==> config.mk <==
export PLATFORM = sky130hd
export DESIGN_NAME = instr_stream_responder
export DESIGN_NICKNAME = d
export VERILOG_FILES = /design/src/rtl/stream_pkg.sv /design/src/rtl/instr_mem.sv /design/src/rtl/instr_stream_responder.sv
export SDC_FILE = /design/constraint.sdc
export NUM_CORES = 1
export LEC_CHECK = 0
export ABC_AREA = 0
export BUFFER_PORTS_ARGS = -buffer_cell sky130_fd_sc_hd__buf_2
export CAP_MARGIN = 20
export CORE_AREA = 5 5 432 328
export CTS_CLUSTER_SIZE = 20
export DETAILED_ROUTE_END_ITERATION = 16
export DIE_AREA = 0 0 437 333
export PLACE_DENSITY = 0.45
export SYNTH_ARGS = -nofsm -noshare
export SYNTH_HDL_FRONTEND = slang
export SYNTH_SLANG_ARGS = --single-unit
==> constraint.sdc <==
create_clock -name f_clk -period 3.2 [get_ports f_clk]
set_input_delay 0.32 -clock f_clk [delete_from_list [all_inputs] [get_ports f_clk]]
set_output_delay 0.32 -clock f_clk [all_outputs]
set_load 0.02 [all_outputs]
==> src/rtl/stream_pkg.sv <==
// Shared definitions for the syn/ack/last instruction-streaming handshake.
// The fetch side and the bench use the same state encoding and default sizes.
package stream_pkg;

   localparam int unsigned IWIDTH_DEF = 32;
   localparam int unsigned DEPTH_DEF  = 5;

   typedef enum logic [1:0] {
      ST_IDLE   = 2'd0,
      ST_STREAM = 2'd1,
      ST_DONE   = 2'd2
   } stream_state_e;

endpackage

==> src/rtl/instr_mem.sv <==
// Program memory: one synchronous write port and one asynchronous read port.
// It has no reset, so its contents survive a reset that aborts a stream.
module instr_mem #(
   parameter int unsigned IWIDTH = 32,
   parameter int unsigned DEPTH  = 5
) (
   input  logic              clk,
   input  logic              wr_en,
   input  logic [DEPTH-1:0]  wr_addr,
   input  logic [IWIDTH-1:0] wr_data,
   input  logic [DEPTH-1:0]  rd_addr,
   output logic [IWIDTH-1:0] rd_data
);

   logic [IWIDTH-1:0] mem_q [2**DEPTH];

   always_ff @(posedge clk) begin
      if (wr_en) begin
         mem_q[wr_addr] <= wr_data;
      end
   end

   assign rd_data = mem_q[rd_addr];

endmodule

==> src/rtl/instr_stream_responder.sv <==
// Responder end of the syn/ack/last stream: while syn is high it returns one
// registered program word per cycle, flagging the last word of the program.
module instr_stream_responder
   import stream_pkg::*;
#(
   parameter int unsigned IWIDTH = IWIDTH_DEF,
   parameter int unsigned DEPTH  = DEPTH_DEF
) (
   input  logic              f_clk,
   input  logic              f_rst,
   input  logic              f_i_syn,
   output logic [IWIDTH-1:0] f_o_instr,
   output logic              f_o_ack,
   output logic              f_o_last,
   input  logic              f_i_wr_en,
   input  logic [DEPTH-1:0]  f_i_wr_addr,
   input  logic [IWIDTH-1:0] f_i_wr_data,
   input  logic [DEPTH:0]    f_i_len,
   output logic              f_o_busy
);

   // Handshake: a word is transferred on each edge where syn is sampled high
   // in STREAM; ack marks the cycle the word is on f_o_instr, last rides with ack.

   localparam logic [DEPTH:0] MAX_LEN = {1'b1, {DEPTH{1'b0}}};
   localparam logic [DEPTH:0] ONE     = {{DEPTH{1'b0}}, 1'b1};

   stream_state_e     state_q, state_d;
   logic [DEPTH:0]    rd_ptr_q, rd_ptr_d;
   logic [DEPTH:0]    len_q, len_d;
   logic [IWIDTH-1:0] instr_q, instr_d;
   logic              ack_q, ack_d;
   logic              last_q, last_d;
   logic [IWIDTH-1:0] mem_rd_data;
   logic              mem_wr_en;
   logic              beat_is_last;

   // Loads are only accepted while no stream is being read out.
   assign mem_wr_en = f_i_wr_en && (state_q != ST_STREAM);

   instr_mem #(
      .IWIDTH (IWIDTH),
      .DEPTH  (DEPTH)
   ) u_mem (
      .clk     (f_clk),
      .wr_en   (mem_wr_en),
      .wr_addr (f_i_wr_addr),
      .wr_data (f_i_wr_data),
      .rd_addr (rd_ptr_q[DEPTH-1:0]),
      .rd_data (mem_rd_data)
   );

   assign beat_is_last = (rd_ptr_q == (len_q - ONE));

   always_comb begin
      state_d  = state_q;
      rd_ptr_d = rd_ptr_q;
      len_d    = len_q;
      instr_d  = '0;
      ack_d    = 1'b0;
      last_d   = 1'b0;
      unique case (state_q)
         ST_IDLE: begin
            if (f_i_syn && (f_i_len != '0)) begin
               len_d    = (f_i_len > MAX_LEN) ? MAX_LEN : f_i_len;
               rd_ptr_d = '0;
               state_d  = ST_STREAM;
            end
         end
         ST_STREAM: begin
            if (f_i_syn) begin
               instr_d  = mem_rd_data;
               ack_d    = 1'b1;
               last_d   = beat_is_last;
               rd_ptr_d = rd_ptr_q + ONE;
               if (beat_is_last) begin
                  state_d = ST_DONE;
               end
            end
         end
         ST_DONE: begin
            // Hold until syn falls so a lagging requester cannot trigger a replay.
            if (!f_i_syn) begin
               state_d = ST_IDLE;
            end
         end
         default: state_d = ST_IDLE;
      endcase
   end

   always_ff @(posedge f_clk or negedge f_rst) begin
      if (!f_rst) begin
         state_q  <= ST_IDLE;
         rd_ptr_q <= '0;
         len_q    <= '0;
         instr_q  <= '0;
         ack_q    <= 1'b0;
         last_q   <= 1'b0;
      end else begin
         state_q  <= state_d;
         rd_ptr_q <= rd_ptr_d;
         len_q    <= len_d;
         instr_q  <= instr_d;
         ack_q    <= ack_d;
         last_q   <= last_d;
      end
   end

   assign f_o_instr = instr_q;
   assign f_o_ack   = ack_q;
   assign f_o_last  = last_q;
   assign f_o_busy  = (state_q != ST_IDLE);

endmodule
Yosys cells after proc, flatten, opt, wreduce, memory -nomap -nowiden. Memories as Yosys holds them, arrays and structs flattened. Index checks and enable logic that the tools add are counted.

Register bits: 48. Bits in latches: 0. Memory bits (writable): 1024. Memory bits (read-only): 0. Input bits: 47. Output and inout port bits: 35. Logic and storage cells: 44. Memories kept: 1.

$add $sub $neg: 2. Multiply operators: 0. Divide/modulo/power cells: 0. $lt $le $gt $ge: 1. Eq/ne operators: 8. Shift operators: 0. Muxes and demuxes: 17. Bitwise gates (word level): 0. Reductions and logical operators: 9.

Memories: u_mem.mem_q (depth 32, width 32, rd ports 1, clocked after Yosys merged registers in 0, wr ports 1, line instr_mem.sv:15) `logic [IWIDTH-1:0] mem_q [2**DEPTH];`.

Operators by type and width (count): 2-to-1 mux 32 bit (2); 2-to-1 mux 6 bit (3); case mux 6 bit (2 select lines) (1); 2-to-1 mux 2 bit (4); != test 2 bit (second input constant) (4); adder 6 x 1 -> 6 bit (second input constant) (1); equality test 6 bit (1); greater-than comparator 6 bit (second input constant) (1); 2-to-1 mux 1 bit (6); case mux 2 bit (3 select lines) (1); nonzero test 6 bit (1); subtractor 6 x 1 -> 6 bit (second input constant) (1); AND reduction 4 bit (1); nonzero test 2 bit (2); AND reduction 3 bit (1); equality test 2 x 1 -> 1 bit (second input constant) (1); equality test 2 bit (second input constant) (1); logical AND 1 bit (2); logical NOT 2 bit (1); != test 2 x 1 -> 1 bit (second input constant) (1); AND reduction 2 bit (1).

Logic depth before layout (Yosys ltp).
Depth in word-level cells: 5. Depth in mapped cells: 9. Mapped depth without buffers: 6.

Modules after synthesis. A second synthesis with hierarchy kept.

Cell total of the unflattened synthesis: 2388. Area total of the unflattened synthesis: 41762.6 sq um.

By module, submodules not included: instr_mem (instances 1, cells an instance 2228, area an instance 39844.5 sq um, seq. area each 30749.5 sq um); instr_stream_responder (instances 1, cells an instance 160, area an instance 1918.1 sq um, seq. area each 1201.2 sq um).

Worst setup path after synthesis. No wires, ideal clock.

Path type: reg-to-reg. Start: register state_q[0]. End: memory u_mem.mem_q[12][0], enable pin. Library setup time: 0.421 ns. Arrival: 2.516 ns. Slack: 0.263 ns. Cell stages (with the launch flop): 7. Path buffers: 2. Period minus slack after synthesis: 2.937 ns. Cell sequence: dfrtp_1 -> clkbuf_1 -> nand2b_1 -> nand2_1 -> or3_1 -> clkbuf_1 -> nor2_1.

Cells in the longest elaborated chain, start to end: 4.

Ends and longest elaborated chain: start: declaration (line instr_stream_responder.sv:28) `stream_state_e state_q, state_d;`; start signal: assignment (line instr_stream_responder.sv:100) `state_q <= state_d;`; != test 2 x 1 -> 1 bit (line instr_stream_responder.sv:39) `assign mem_wr_en = f_i_wr_en && (state_q != ST_STREAM);`; logical AND 1 bit (line instr_stream_responder.sv:39); 2-to-1 mux 1 bit (line instr_mem.sv:18) `if (wr_en) begin`; 2-to-1 mux 1 bit (not written as such) (line instr_mem.sv:19) `mem_q[wr_addr] <= wr_data;`; end: declaration (line instr_mem.sv:15).

Every way passes these cells.

Worst setup path in the final report.
Start: register rd_ptr_q[0]. End: register instr_q[3] (netlist: f_o_instr[3]).

Cells in the longest elaborated chain, start to end: 3.

Ends and longest elaborated chain: start: declaration (line instr_stream_responder.sv:29) `logic [DEPTH:0] rd_ptr_q, rd_ptr_d;`; start signal: assignment (line instr_stream_responder.sv:101) `rd_ptr_q <= rd_ptr_d;`; memory read (32 x 32 bit); 2-to-1 mux 32 bit (line instr_stream_responder.sv:71) `if (f_i_syn) begin`; 2-to-1 mux 32 bit (line instr_stream_responder.sv:62) `unique case (state_q)`; net instr_d[3] (line instr_stream_responder.sv:31) `logic [IWIDTH-1:0] instr_q, instr_d;`; end signal: assignment (line instr_stream_responder.sv:103) `instr_q <= instr_d;`; end: declaration (line instr_stream_responder.sv:31).

The timed path passes the listed nets, and every way through them passes these cells. A chain may end at the register's enable or synchronous reset.

==> results.json <==
{
  "synth_top_area_cell": "edfxtp_1",
  "drtIter0Drc": 1760,
  "dp.cells": 3739,
  "critPathBufInv": 2,
  "yosysUniqueCellTypes": 46,
  "syn-instance-count": 1848,
  "ios": 82,
  "cts_root_buf": "clkbuf_16",
  "num_rows": 118,
  "wl_per_cell_um": 29.6,
  "netlist_area_um2": 40700,
  "fp.coreArea_um2": 137000,
  "critPathMaxFanout": 20,
  "peakVddDrop_mv": 0.432,
  "placed_area_um2": 44300,
  "yosysSeqAreaShare_pct": 78.5,
  "start_util_pct": 29.7,
  "min_path_type": "input pin to flop",
  "ys_seq_elements": 1072,
  "ff_latch_area_um2": 32000,
  "grt_usage_pct": 15.9,
  "synth_area_leaders": "edfxtp_1 (76%), mux4_2 (10%), mux2i_1 (3.1%)",
  "routed_wl_um": 117000,
  "p_leak_nw": 15.1,
  "die_h_um": 333,
  "multi_input_area_um2": 8330,
  "antenna_found_initial": 8,
  "cp.required_ns": 3.74,
  "syn-num-nets": 1897,
  "yosys-top-cells-count": "edfxtp_1 (1024), mux4_2 (184), mux2i_1 (126)",
  "cp-start-kind": "flop",
  "gr-total-overflow": 0,
  "holdWs_ns": 0.112,
  "clkSinkCount": 1072,
  "synth_xor_area_share_pct": 0.215,
  "arrival_ns": 3.54,
  "finalClockSkew_ns": 0.0320,
  "cts_tree": "built",
  "drive_above_1_share_pct": 26.8,
  "post-cts-setup-buffer-count": 0,
  "die_area_um2": 146000,
  "hold_viol": 0,
  "cts_resized": 0,
  "worst_pin_slew_ns": 0.993,
  "crit_chain": "buf_12 -> buf_12 -> mux4_2 -> a22o_1 -> a211oi_1 -> a211oi_1",
  "cp_top_family": "compound AO/OA/AOI/OAI gates",
  "synth_compound_area_share_pct": 4.48,
  "final-setup-viol-count": 0,
  "worstSetupPathType": "flop to flop",
  "synthSimpleGateAreaFrac_pct": 1.14,
  "layout.nets": 2102,
  "timing_max_transition_violations_final": 0,
  "gp_congestion": 0.730,
  "timing.final.crit_share_pct": 93.9,
  "cts.path.max_buffers": 3,
  "synthArstFlopShare_pct": 4.48,
  "antenna_left": 0,
  "fin_cells": 3943,
  "ys_warn_count": 0,
  "finalCriticalPeriod_ns": 3.00,
  "slew_headroom_pct": 33.8,
  "fmax_mhz": 333,
  "path_clk_slew_ns": 0.06,
  "synthAdderAreaFrac_pct": 0.0615,
  "power.total_mw": 37.8,
  "grt_pass1_wl_um": 165000,
  "status": "finished clean",
  "cts_htree_levels": 3,
  "synth_top_area_share_pct": 75.5,
  "synth.most_common_cell": "edfxtp_1",
  "critPathSlowestCell": "dfrtp_4",
  "hpwl_um": 65400,
  "final.fill_count": 12600,
  "endpoint_kind": "flop",
  "rsz0062_at_grt": "no",
  "critical_path.max_stage_delay_ns": 0.75,
  "finalSetupTns_ns": 0,
  "vias": 20300,
  "muxShareOfSynthArea_pct": 13.9,
  "via_per_inst": 5.16,
  "synthToLayoutAreaGrowth_pct": 17.4,
  "numPortBuffers": 81,
  "cts_hold_buf": 8,
  "synth_top_family_by_area": "multiplexers",
  "clk_latency_ns": 0.71,
  "grt_pass1_vias": 20700,
  "cts_buffers": 104,
  "final_area_um2": 47800,
  "die_w_um": 437,
  "avgSynthCellArea_um2": 22.0,
  "drc_errors": 0,
  "cap_violations": 0,
  "first_pass_iters": 5,
  "grt_max_degree": 49,
  "ys.flop_type": "edfxtp_1",
  "power_density_nw_per_um2": 791,
  "synth_edf_count": 1024
}
-- power by group --
group	switching [mW]	internal, mW
Sequential	0.555	15.7
Clock	5.33	6.85
Combinational	5.14	4.21
-- worst register-to-register path: stages, from the launching register on --
cell	delay, ns
dfrtp_4	0.75
buf_12	0.29
buf_12	0.20
mux4_2	0.51
a22o_1	0.26
a211oi_1	0.73
a211oi_1	0.09
-- logic make-up (layout without fill, tap and decap cells) --
kind of cell	count (synthesis)	after routing
flops	1072	1072
xor+xnor	10	10
buf+inv	112	404
other cells	0	3
fa+ha+maj	2	2
simple gates	93	93
compound gates	239	239
mux	320	320
-- cells in the final DEF, fill, tap and decap left out, drive strengths merged, types with 4 or more instances in the layout --
master,n
clkinv,53
bufinv,9
o22ai,31
nor2,41
mux2i,126
a22oi,31
nand2,13
nand3,4
a22o,33
clkbuf,127
o221ai,32
buf,197
a211oi,94
nand4,4
inv,8
dlygate4sd3,8
nor2b,4
mux4,193
nand2b,5
dfrtp,48
nand3b,7
o21ai,6
xor2,6
xnor2,4
edfxtp,1024
-- per-stage QoR --
| step | setup WS [ns] | utilization, % |
|---|---|---|
| finish | 0.196 | 34.9 |
| global route | 0.0731 | 34.9 |
| CTS | 0.155 | 34.9 |
| detailed placement | 0.156 | 32.4 |
| global placement | 0.127 | 32.4 |
| floorplan | 0.263 | - |
-- cell type report --
class | count | area share, %
diodes | 3 | 0.0157
clock buffers | 127 | 5.76
clock inverters | 66 | 1.26
inverters | 6 | 0.0471
multi-input cells | 664 | 17.4
flip-flops and latches | 1072 | 66.9
well taps | 1800 | 4.71
repair buffers | 205 | 3.89
-- path summary, 6_finish.rpt --
check	start	depth (start not counted)	endpoint	slack [ns]
max in group asynchronous	f_rst	2	rd_ptr_q[4]	2.13
min reg2reg	len_q[5]	2	len_q[5]	0.51
min	f_i_wr_data[25]	1	u_mem.mem_q[26][25]	0.11
min in group asynchronous	f_rst	2	f_o_instr[3]	0.33
max reg2reg	rd_ptr_q[0]	6	f_o_instr[3]	0.20
max	rd_ptr_q[0]	6	f_o_instr[3]	0.20
-- flip-flops by register name, summed over array words and instances (netlist names) --
register,cells
len_q,6
f_o_instr,32
state_q,2
f_o_ack,1
rd_ptr_q,6
f_o_last,1
u_mem.mem_q,1024
-- per-layer routing --
| layer | vias to the layer above | part of all wire, % | routed length, µm | GRT usage (%) |
|---|---|---|---|---|
| li1 | 8305 | - | - | - |
| met1 | 11200 | 49 | 56800 | 24.5 |
| met2 | 650 | 44 | 51700 | 23.5 |
| met3 | 142 | 5.5 | 6380 | 2.95 |
| met4 | 0 | 1.7 | 2040 | 3.10 |
| met5 | - | 0 | 0 | 0 |
No activity file was read; power rests on OpenSTA's default activity.
